**config.mk**
```make
export PLATFORM = sky130hd
export DESIGN_NAME = traffic_conflict_monitor_flat
export DESIGN_NICKNAME = d
export VERILOG_FILES = /design/src/rtl/traffic_conflict_monitor_pkg.sv /design/src/rtl/traffic_conflict_monitor_if.sv /design/src/rtl/traffic_conflict_monitor_seq.sv /design/src/rtl/traffic_conflict_monitor.sv /design/src/flat_wrapper.sv
export SDC_FILE = /design/constraint.sdc
export NUM_CORES = 1
export LEC_CHECK = 0
export CORE_UTILIZATION = 36
export DETAILED_ROUTE_END_ITERATION = 16
export PLACE_DENSITY = 0.55
export SLEW_MARGIN = 10
export SYNTH_ARGS = -nofsm -noshare
export SYNTH_HDL_FRONTEND = slang
export SYNTH_SLANG_ARGS = --single-unit
export TNS_END_PERCENT = 20
```
**constraint.sdc**
```tcl
create_clock -name clk -period 2.3 [get_ports clk]
set_input_delay 0.345 -clock clk [delete_from_list [all_inputs] [get_ports clk]]
set_output_delay 0.345 -clock clk [all_outputs]
set_load 0.02 [all_outputs]
```
**src/rtl/traffic_conflict_monitor_pkg.sv**
```systemverilog
// Shared light codes, fault-cause codes and monitor state encoding.
// Latency: n/a (constants and a pure helper function only).
// Backpressure: n/a.
package traffic_pkg;

  localparam logic [2:0] RED      = 3'b100;
  localparam logic [2:0] GREEN    = 3'b010;
  localparam logic [2:0] YELLOW   = 3'b001;
  localparam logic [2:0] LAMP_OFF = 3'b000;

  typedef enum logic [2:0] {
    FC_NONE         = 3'd0,
    FC_ILLEGAL_ENC  = 3'd1,
    FC_CONFLICT     = 3'd2,
    FC_BAD_SEQ      = 3'd3,
    FC_SHORT_YELLOW = 3'd4,
    FC_SHORT_GREEN  = 3'd5
  } fault_code_t;

  typedef enum logic [1:0] {
    ST_ARM     = 2'd0,
    ST_MONITOR = 2'd1,
    ST_FAULT   = 2'd2
  } mon_state_t;

  // True for the three one-hot colour codes the controller may legally drive.
  function automatic logic legal_code(input logic [2:0] code);
    return (code == RED) || (code == GREEN) || (code == YELLOW);
  endfunction

endpackage

```
**src/rtl/traffic_conflict_monitor_if.sv**
```systemverilog
// Light bus from the controller plus the lamp/fault side toward the lamp drivers.
// Latency: n/a (wiring only).
// Backpressure: none; lights are presented every cycle and consumed every cycle.
interface traffic_conflict_monitor_if;
  logic [2:0] NS_light;
  logic [2:0] EW_light;
  logic       emergency;
  logic       fault_clear;
  logic [2:0] NS_lamp;
  logic [2:0] EW_lamp;
  logic       fault;
  logic [2:0] fault_code;

  // Controller / stimulus side.
  modport master (
    output NS_light, EW_light, emergency, fault_clear,
    input  NS_lamp, EW_lamp, fault, fault_code
  );

  // Monitor side.
  modport slave (
    input  NS_light, EW_light, emergency, fault_clear,
    output NS_lamp, EW_lamp, fault, fault_code
  );
endinterface

```
**src/rtl/traffic_conflict_monitor_seq.sv**
```systemverilog
// Per-direction sequence and dwell checker: previous colour, dwell count, step rules.
// Latency: flags are combinational on the current light; prev/dwell update at the edge.
// Backpressure: none; one light code consumed every cycle.
module light_seq_checker
  import traffic_pkg::*;
#(
  parameter int MIN_GREEN  = 10,
  parameter int MIN_YELLOW = 10,
  parameter int DMAX       = 10
) (
  input  logic       clk,
  input  logic       rst,
  input  logic [2:0] light,
  input  logic       arm,
  input  logic       monitor,
  input  logic       exempt,
  output logic       bad_seq,
  output logic       short_green,
  output logic       short_yellow
);

  localparam int DW = $clog2(DMAX + 1);

  logic [2:0]    prev;
  logic [DW-1:0] dwell;
  logic          changed;
  logic          legal_step;

  // ARM loads DMAX so the first observed phase is never judged short.
  always_ff @(posedge clk or posedge rst) begin
    if (rst) begin
      prev  <= RED;
      dwell <= DW'(DMAX);
    end else if (arm) begin
      prev  <= light;
      dwell <= DW'(DMAX);
    end else if (monitor) begin
      prev <= light;
      if (light != prev)
        dwell <= DW'(1);
      else if (dwell < DW'(DMAX))
        dwell <= dwell + DW'(1);
    end
  end

  // Dwell holds how long the previous colour was shown, so it is judged on the change cycle.
  always_comb begin
    changed      = (light != prev);
    legal_step   = ((prev == GREEN)  && (light == YELLOW)) ||
                   ((prev == YELLOW) && (light == RED))    ||
                   ((prev == RED)    && (light == GREEN));
    bad_seq      = monitor && !exempt && changed && !legal_step;
    short_green  = monitor && !exempt && (prev == GREEN) && (light == YELLOW) &&
                   (dwell < DW'(MIN_GREEN));
    short_yellow = monitor && !exempt && (prev == YELLOW) && (light == RED) &&
                   (dwell < DW'(MIN_YELLOW));
  end

endmodule

```
**src/rtl/traffic_conflict_monitor.sv**
```systemverilog
// Safety monitor between the light controller and lamp drivers; latches first fault and flashes red.
// Latency: lamps 0 cycles (pass-through/masking combinational); fault/fault_code 1 cycle.
// Backpressure: none; the controller is never stalled, bad lights are masked instead.
module traffic_conflict_monitor
  import traffic_pkg::*;
#(
  parameter int MIN_GREEN  = 10,
  parameter int MIN_YELLOW = 10,
  parameter int FLASH_HALF = 8
) (
  input logic                        clk,
  input logic                        rst,
  traffic_conflict_monitor_if.slave  bus
);

  localparam int DMAX = (MIN_GREEN > MIN_YELLOW) ? MIN_GREEN : MIN_YELLOW;
  localparam int FW   = (FLASH_HALF > 1) ? $clog2(FLASH_HALF) : 1;

  mon_state_t  state;
  mon_state_t  state_nxt;
  fault_code_t viol_code;
  fault_code_t fault_code_q;
  logic        fault_q;
  logic        viol;
  logic        illegal_enc;
  logic        conflict;
  logic        exempt;
  logic        clear_ok;
  logic        ns_bad, ns_sg, ns_sy;
  logic        ew_bad, ew_sg, ew_sy;
  logic [FW-1:0] flash_cnt;
  logic        flash_on;
  logic        in_arm;
  logic        in_monitor;

  assign in_arm     = (state == ST_ARM);
  assign in_monitor = (state == ST_MONITOR);

  light_seq_checker #(
    .MIN_GREEN (MIN_GREEN),
    .MIN_YELLOW(MIN_YELLOW),
    .DMAX      (DMAX)
  ) u_ns (
    .clk         (clk),
    .rst         (rst),
    .light       (bus.NS_light),
    .arm         (in_arm),
    .monitor     (in_monitor),
    .exempt      (exempt),
    .bad_seq     (ns_bad),
    .short_green (ns_sg),
    .short_yellow(ns_sy)
  );

  light_seq_checker #(
    .MIN_GREEN (MIN_GREEN),
    .MIN_YELLOW(MIN_YELLOW),
    .DMAX      (DMAX)
  ) u_ew (
    .clk         (clk),
    .rst         (rst),
    .light       (bus.EW_light),
    .arm         (in_arm),
    .monitor     (in_monitor),
    .exempt      (exempt),
    .bad_seq     (ew_bad),
    .short_green (ew_sg),
    .short_yellow(ew_sy)
  );

  // Cross-direction checks and lowest-code-wins priority; sequence flags are already gated to MONITOR.
  always_comb begin
    illegal_enc = !legal_code(bus.NS_light) || !legal_code(bus.EW_light);
    conflict    = (bus.NS_light != RED) && (bus.EW_light != RED);
    exempt      = bus.emergency && (bus.NS_light == GREEN) && (bus.EW_light == RED);
    clear_ok    = bus.fault_clear && !illegal_enc && !conflict;
    viol_code   = FC_NONE;
    if (illegal_enc)          viol_code = FC_ILLEGAL_ENC;
    else if (conflict)        viol_code = FC_CONFLICT;
    else if (ns_bad || ew_bad) viol_code = FC_BAD_SEQ;
    else if (ns_sy || ew_sy)  viol_code = FC_SHORT_YELLOW;
    else if (ns_sg || ew_sg)  viol_code = FC_SHORT_GREEN;
    viol = (viol_code != FC_NONE);
  end

  // State register.
  always_ff @(posedge clk or posedge rst) begin
    if (rst) state <= ST_ARM;
    else     state <= state_nxt;
  end

  // Next state and lamp mux; ARM and violating MONITOR cycles show all-red.
  always_comb begin
    state_nxt   = state;
    bus.NS_lamp = RED;
    bus.EW_lamp = RED;
    case (state)
      ST_ARM: begin
        state_nxt = viol ? ST_FAULT : ST_MONITOR;
      end
      ST_MONITOR: begin
        if (viol) begin
          state_nxt = ST_FAULT;
        end else begin
          bus.NS_lamp = bus.NS_light;
          bus.EW_lamp = bus.EW_light;
        end
      end
      ST_FAULT: begin
        if (clear_ok) state_nxt = ST_ARM;
        bus.NS_lamp = flash_on ? RED : LAMP_OFF;
        bus.EW_lamp = flash_on ? RED : LAMP_OFF;
      end
      default: state_nxt = ST_ARM;
    endcase
  end

  // First cause is latched; nothing is evaluated in FAULT except an acceptable clear.
  always_ff @(posedge clk or posedge rst) begin
    if (rst) begin
      fault_q      <= 1'b0;
      fault_code_q <= FC_NONE;
    end else if ((state != ST_FAULT) && viol) begin
      fault_q      <= 1'b1;
      fault_code_q <= viol_code;
    end else if ((state == ST_FAULT) && clear_ok) begin
      fault_q      <= 1'b0;
      fault_code_q <= FC_NONE;
    end
  end

  // Flash timer held at phase ON, count 0 outside FAULT so every entry starts lit.
  always_ff @(posedge clk or posedge rst) begin
    if (rst) begin
      flash_cnt <= '0;
      flash_on  <= 1'b1;
    end else if (state != ST_FAULT) begin
      flash_cnt <= '0;
      flash_on  <= 1'b1;
    end else if (flash_cnt == FW'(FLASH_HALF - 1)) begin
      flash_cnt <= '0;
      flash_on  <= ~flash_on;
    end else begin
      flash_cnt <= flash_cnt + FW'(1);
    end
  end

  assign bus.fault      = fault_q;
  assign bus.fault_code = fault_code_q;

endmodule

```
**src/flat_wrapper.sv**
```systemverilog
// flat-port wrapper written by rule: the top's interface ports become plain ports
module traffic_conflict_monitor_flat import traffic_pkg::*;
#(
  parameter int MIN_GREEN  = 10,
  parameter int MIN_YELLOW = 10,
  parameter int FLASH_HALF = 8
)
  (clk, rst, bus_NS_light, bus_EW_light, bus_emergency, bus_fault_clear, bus_NS_lamp, bus_EW_lamp, bus_fault, bus_fault_code);
  traffic_conflict_monitor_if bus_i ();
  input logic clk;
  input logic rst;
  input wire logic [$bits(bus_i.NS_light)-1:0] bus_NS_light;
  input wire logic [$bits(bus_i.EW_light)-1:0] bus_EW_light;
  input wire logic [$bits(bus_i.emergency)-1:0] bus_emergency;
  input wire logic [$bits(bus_i.fault_clear)-1:0] bus_fault_clear;
  output wire logic [$bits(bus_i.NS_lamp)-1:0] bus_NS_lamp;
  output wire logic [$bits(bus_i.EW_lamp)-1:0] bus_EW_lamp;
  output wire logic [$bits(bus_i.fault)-1:0] bus_fault;
  output wire logic [$bits(bus_i.fault_code)-1:0] bus_fault_code;
  assign bus_i.NS_light = bus_NS_light;
  assign bus_i.EW_light = bus_EW_light;
  assign bus_i.emergency = bus_emergency;
  assign bus_i.fault_clear = bus_fault_clear;
  assign bus_NS_lamp = bus_i.NS_lamp;
  assign bus_EW_lamp = bus_i.EW_lamp;
  assign bus_fault = bus_i.fault;
  assign bus_fault_code = bus_i.fault_code;
  traffic_conflict_monitor #(.MIN_GREEN(MIN_GREEN), .MIN_YELLOW(MIN_YELLOW), .FLASH_HALF(FLASH_HALF)) u_core (.clk(clk), .rst(rst), .bus(bus_i));
endmodule
```
==> flow_summary.yaml, run 1 <==
cells_and_area:
  mostFrequentLayoutCells: "52 x buf_4, 17 x dfrtp_1, 14 x nand2_1"
  antennaDiodeCount: 0
  final_util_pct: 53.8
  nNetsFinal: 277
  mostFrequentLayoutCell: "buf_4"
  fin_cells: 326
  layout-drive-gt1-share_pct: 46.3
  area_growth_pct: 39.5
timing:
  finalSetupViolations: 9
  layout_setup_ws_ps: -488
  slew-limit-headroom_pct: 63.0
  clock_skew_ps: 6.38
  worst_pin_slew_ps: 554
  rsz0062_at_grt: "true"
  whs_ps: 411
  period_minus_slack_ps: 2790
  period_share_pct: 121
  slew_viol_final: 0
  hold_viol_final: 0
  maxClockFrequency_ghz: 0.359
worst_setup_path:
  cp.required_ps: 1960
  crit_fanout: 9
  rr_startpoint: "u_core.u_ns.prev[1]"
  path_class: "in2out"
  r2r-end: "u_core.bus.fault_code[2]"
  cp-end-kind: "output pin"
  path_cells: "clkdlybuf4s50_1 -> buf_4 -> nor4bb_2 -> o21ai_1 -> buf_4 -> nand3_1 -> nand3_2 -> o41ai_2 -> nand3_1 -> buf_2"
  slowest_stage: "clkdlybuf4s50_1"
  cpPeakStageDelay_ps: 480
  critPathBufInv: 4
  cp.arrival_ps: 2440
  cp-start-kind: "input port"
  reg2regPathDepth: 10
  ff2ff_setup_slack_ps: -60
  crit_family: "buffers and inverters"
route:
  wirelength_mm: 5.10
  met1_length_mm: 2.22
  ant_nets: 0
  first_pass_iters: 4
  wl_met3_um: 140
  dr_wl_met2_mm: 2.69
  avgRoutedWirePerCell_um: 15.7
  drc: 0
  top_layer: "met4"
  drt_iter0_markers: 99
  avgViaCountPerCell: 5.40
  routed-via-count: 1761
pwr:
  ir_worst_vdd_v: 0.000655
  p_total_uw: 2300
  power_frac_seq_pct: 29.5
  power.leakage_uw: 0.00110
  power_switching_share_pct: 38.8
  power_frac_comb_pct: 53.8
  p_int_uw: 1410
  power_frac_clock_pct: 16.7
  p_per_area_nw_per_um2: 876
  switching_power_uw: 894
yosys:
  syn-num-nets: 213
  async_flop_share_pct: 100
  synthFlopType: "dfrtp_1"
  synth_edf_count: 0
  ys_seq_area_share_pct: 32.4
  netlist_area_sq_um: 1880
  netlist-cell-type-count: 59
  syn_area_per_cell_sq_um: 9.60
  ys_ff_latch: 24
  synth_cells: 196
  synth_warnings: 0
clock_tree:
  clkLatencyLatePin_ps: 270
  numCtsBuffers: 3
  cts_tree: "done"
  clk_pin_slew_ps: 100
  clock_sinks: 24
  cts_root_buf: "clkbuf_8"
  ctsLongestPathBuffers: 2
  cts_max_level: 1
global_route:
  grt_max_degree: 25
  gr-total-overflow: 0
  first_global_vias: 1728
  grt_pass1_wl_mm: 8.42
  grt_antenna_before_repair: 0
  grt_use_total_pct: 20.1
job:
  maxCapViolCount: 0
floorplanning:
  fp.dieArea_sq_um: 5520
  fp.dieH_um: 74.3
  initial_utilization_pct: 38.6
  ios: 20
  rows: 25
  core_sq_um: 4880
  die_x_um: 74.3
placed_design:
  portBuffers: 19
  hpwl_mm: 3.82
  dpl.cell_count: 320
  place.gp.congestion: 0.838
min_path:
  hp-class: "in2async"
status:
  violations: "setup timing"
  status: "complete, but fails checks"
[area by class of cell]
class                   instances  area, sq um
clock buffers                   3         41.3
clock inverters                 1         30.0
repair buffers                 71          571
well taps                      67         83.8
inverters                       5         18.8
multi-input cells             155         1270
fillers                       468         2250
flip-flops and latches         24          609
[per-layer routing]
metal / GRT usage [%] / vias to the layer above
met5: 0 / -
met4: 4.19 / 0
met3: 2.85 / 4
met2: 37.1 / 31
met1: 24.8 / 865
li1: - / 861
[worst max-delay path by stage]
stage	slack, ps	start	to	cells after the start
after global placement	-1030	bus_EW_light[2]	bus_NS_lamp[0]	9
after CTS	-550	u_core.u_ew.prev[1]	bus_EW_lamp[1]	8
after global routing	-590	bus_EW_light[1]	bus_EW_lamp[1]	10
after floorplan	-70	u_core.u_ew.prev[1]	bus_EW_lamp[0]	7
final	-490	bus_EW_light[1]	bus_EW_lamp[2]	10
after detailed placement	-1090	bus_EW_light[2]	bus_EW_lamp[1]	9
[what timing repair did]
| item | 4_1_cts | 5_1_grt |
|---|---|---|
| setup buffers | 2 | 0 |
| gates resized for setup | 46 | 7 |
| pin swaps | 7 | 6 |
| endpoints found under the setup margin | 9 | 12 |
| hold buffers | 0 | 0 |
| endpoints found under the hold margin | 0 | 0 |
[synthesized netlist by cell type, drive strengths merged (3+ instances only)]
master / n / area [sq um]
and2: 3 / 20.0
a32o: 3 / 33.8
or3: 5 / 31.3
ha: 7 / 87.6
nor3b: 3 / 22.5
dfrtp: 17 / 425
nand4: 3 / 25.0
a21oi: 11 / 55.1
nand3: 9 / 55.1
dfstp: 7 / 184
and4bb: 5 / 62.6
o21ai: 12 / 67.6
buf: 6 / 52.6
clkbuf: 6 / 22.5
and3: 6 / 42.5
a41oi: 4 / 35.0
nor4bb: 5 / 50.1
or2: 3 / 18.8
inv: 5 / 18.8
xnor2: 8 / 70.1
mux2: 7 / 78.8
a211oi: 3 / 35.0
nand2: 14 / 52.6
nor2: 18 / 77.6
[cells by family (layout without fill, tap and decap cells)]
family | count (synthesis) | in the layout | share of synthesized area (%)
buffers and inverters | 17 | 80 | 4.99
AND/OR/NAND/NOR | 86 | 86 | 29.5
AO/OA/AOI/OAI | 47 | 47 | 20.5
XOR/XNOR | 8 | 8 | 3.72
adder cells (fa/ha/maj) | 7 | 7 | 4.65
multiplexers | 7 | 7 | 4.19
flip-flops | 24 | 24 | 32.4
[metrics by stage]
step	setup WS (ps)	setup TNS [ps]	area, sq um
after floorplan	-69.1	-332	1900
after global placement	-1030	-7740	2480
after detailed placement	-1090	-8190	2480
after CTS	-555	-3420	2590
after global routing	-592	-4150	2630
final	-488	-2970	2630
[power by group through the flow]
stage               clock [uW]  sequential, uW  combinational (uW)
finish                     384             678                1240
CTS                        393             668                1210
global placement             0             661                1170
detailed placement           0             672                1200
global route               408             693                1350
floorplan                    0             676                 754
[worst register-to-register path, cell delays in order, from the launching register on]
cell	delay, ps
dfrtp_1	400
buf_4	160
nor4bb_1	290
o211ai_1	190
a211oi_4	320
a311oi_4	80
a31oi_4	250
buf_4	150
buf_4	130
o21ai_2	70
a32o_2	220
[flip-flops by register name, summed over array words and instances (netlist names)]
signal / flops
u_core.bus.fault: 1
u_core.u_ns.prev: 3
u_core.state: 2
u_core.u_ew.dwell: 4
u_core.u_ns.dwell: 4
u_core.flash_on: 1
u_core.flash_cnt: 3
u_core.bus.fault_code: 3
u_core.u_ew.prev: 3
Power figures use the tool's default switching activity.
==> run 2, diff against run 1 <==
--- a/config.mk
+++ b/config.mk
@@ -7,7 +7,7 @@
 export LEC_CHECK = 0
 export CORE_UTILIZATION = 36
 export DETAILED_ROUTE_END_ITERATION = 16
-export PLACE_DENSITY = 0.55
+export PLACE_DENSITY = 0.53
 export SLEW_MARGIN = 10
 export SYNTH_ARGS = -nofsm -noshare
 export SYNTH_HDL_FRONTEND = slang
==> constraint.sdc (replaced) <==
create_clock -name clk -period 2.63 [get_ports clk]
set_input_delay 0.3945 -clock clk [delete_from_list [all_inputs] [get_ports clk]]
set_output_delay 0.3945 -clock clk [all_outputs]
set_load 0.02 [all_outputs]
==> run 2 against run 1 <==
  * The flow still finishes with violations (setup timing)
  * Utilization shrank 1.4 points
  * Clock skew fell by 4.4 ps
  * Register-to-register slack gained 320 ps
  * Design area decreased by 2.5%
  * Die area stayed put
  * Combinational power shrank 19%
  * Sequential power shrank 13%
  * Total power is 19% lower
  * Critical path depth decreased by 2
  * Worst setup slack better by 300 ps
  * Routed wire length is 3.3% lower
  * Critical path type is now reg2out
  * Critical endpoint is now bus_NS_lamp[1]
  * Largest cell class unchanged
  * Largest power group unchanged
==> flow_summary.yaml, run 2 (synthesized netlist as in run 1, its figures left out) <==
status:
  status: "complete, but fails checks"
  violations: "setup timing"
clock_tree:
  clkLatencyLatePin_ps: 270
  cts_tree: "done"
  cts_max_level: 1
  cts_root_buf: "clkbuf_8"
  numCtsBuffers: 3
  clock_sinks: 24
  ctsLongestPathBuffers: 2
  clk_pin_slew_ps: 90
placed_design:
  place_ws_ps: -841
  hpwl_mm: 3.82
  portBuffers: 19
  place.gp.congestion: 0.863
  dpl_cell_area_sq_um: 2400
worst_setup_path:
  crit_family: "simple AND/OR/NAND/NOR gates"
  cp-start-kind: "flop"
  critPathBufInv: 1
  cp-end-kind: "output pin"
  path_class: "reg2out"
  cp.arrival_ps: 2420
  crit_fanout: 4
  cp_common_cell: "and3_4"
  cp.required_ps: 2240
  slowest_stage: "or3b_4"
  path_cells: "or3b_4 -> or3_4 -> and3_4 -> a311oi_4 -> a31oi_4 -> nor2_4 -> and3_4 -> buf_6"
  cpPeakStageDelay_ps: 400
cells_and_area:
  antennaDiodeCount: 0
  area_growth_pct: 36.0
  nFillCells: 465
  nNetsFinal: 271
  layout-drive-gt1-share_pct: 43.5
  final_area_sq_um: 2560
  mostFrequentLayoutCells: "46 x buf_4, 17 x dfrtp_1, 14 x nand2_1, 14 x nor2_1, 11 x a21oi_1"
  top_regs: "u_core.u_ew.dwell: 4 flops, u_core.u_ns.dwell: 4 flops"
  mostFrequentLayoutCell: "buf_4"
route:
  routed-via-count: 1717
  first_pass_iters: 4
  drc: 0
  avgRoutedWirePerCell_um: 15.4
  avgViaCountPerCell: 5.37
  ant_nets: 0
  drt_iter0_markers: 75
  wirelength_mm: 4.94
pwr:
  p_int_uw: 1110
  ir_worst_vdd_v: 0.000456
  power_frac_seq_pct: 31.9
  power.leakage_uw: 0.00109
  switching_power_uw: 749
  power_frac_comb_pct: 54.1
  p_per_area_nw_per_um2: 726
  power_switching_share_pct: 40.3
  power_frac_clock_pct: 13.9
job:
  maxCapViolCount: 0
timing:
  slew-limit-headroom_pct: 64.3
  finalSetupViolations: 6
  whs_ps: 437
  maxClockFrequency_ghz: 0.355
  worst_pin_slew_ps: 534
  clock_skew_ps: 1.95
  layout_setup_ws_ps: -188
  rsz0062_at_grt: "true"
  hold_viol_final: 0
  period_share_pct: 107
  slew_viol_final: 0
  period_minus_slack_ps: 2820
global_route:
  grt_max_degree: 17
  grt_antenna_before_repair: 0
  gr-total-overflow: 0
  grt_use_total_pct: 20.0
  first_global_vias: 1801
  grt_pass1_wl_mm: 8.42
floorplanning:
  fp.dieArea_sq_um: 5520
  ios: 20
  core_sq_um: 4880
  fp.dieH_um: 74.3
  rows: 25
  die_x_um: 74.3
  initial_utilization_pct: 38.6
min_path:
  hp-class: "in2async"
run 2: per-stage QoR:
step	utilization [%]	std cells	TNS, ps	total power [uW]
after floorplan	-	196	0	1250
after global placement	49.3	313	-4610	1540
after detailed placement	49.3	313	-5090	1580
after CTS	52.0	320	-1440	1860
after global routing	52.4	320	-1430	2010
final	52.4	320	-946	1860
run 2: power by group through the flow:
stage	registers, uW	logic [uW]	clock network (uW)
floorplan	591	655	0
global placement	583	961	0
detailed placement	591	989	0
CTS	591	1000	268
global route	608	1130	280
finish	593	1010	259
run 2: worst paths after layout:
path                                startpoint                       end  slack, ps  depth (start not counted)
setup / recovery           u_core.u_ew.prev[1]            bus_NS_lamp[1]       -190                          8
hold / removal                             rst       u_core.flash_cnt[0]        440                          2
setup reg to reg           u_core.u_ew.prev[1]  u_core.bus.fault_code[1]        260                          9
hold reg to reg            u_core.flash_cnt[0]       u_core.flash_cnt[0]        460                          1
max in group asynchronous                  rst       u_core.u_ns.prev[2]       1570                          3
min in group clk           u_core.flash_cnt[0]       u_core.flash_cnt[0]        460                          1
run 2: cell type report:
class | count | area (sq um) | area share (%)
timing repair buffer | 65 | 527 | 20.6
clock buffer | 4 | 55.1 | 2.15
tap | 67 | 83.8 | 3.28
inverter | 5 | 18.8 | 0.733
sequential | 24 | 609 | 23.8
multi-input combinational | 155 | 1260 | 49.4
run 2: what timing repair did:
| action | CTS | global route |
|---|---|---|
| cloned | 0 | 0 |
| buffers inserted | 3 | 0 |
| endpoints found under the setup margin | 6 | 7 |
| hold buffers | 0 | 0 |
| pin swaps | 5 | 5 |
| hold endpoints to repair | 0 | 0 |
| gates resized for setup | 51 | 5 |
run 2: per-layer routing:
metal | up-vias | GRT usage (%) | wire, um
li1 | 846 | - | -
met1 | 834 | 26.4 | 2270
met2 | 29 | 34.3 | 2470
met3 | 8 | 2.57 | 131
met4 | 0 | 5.87 | 68
met5 | - | 0 | 0
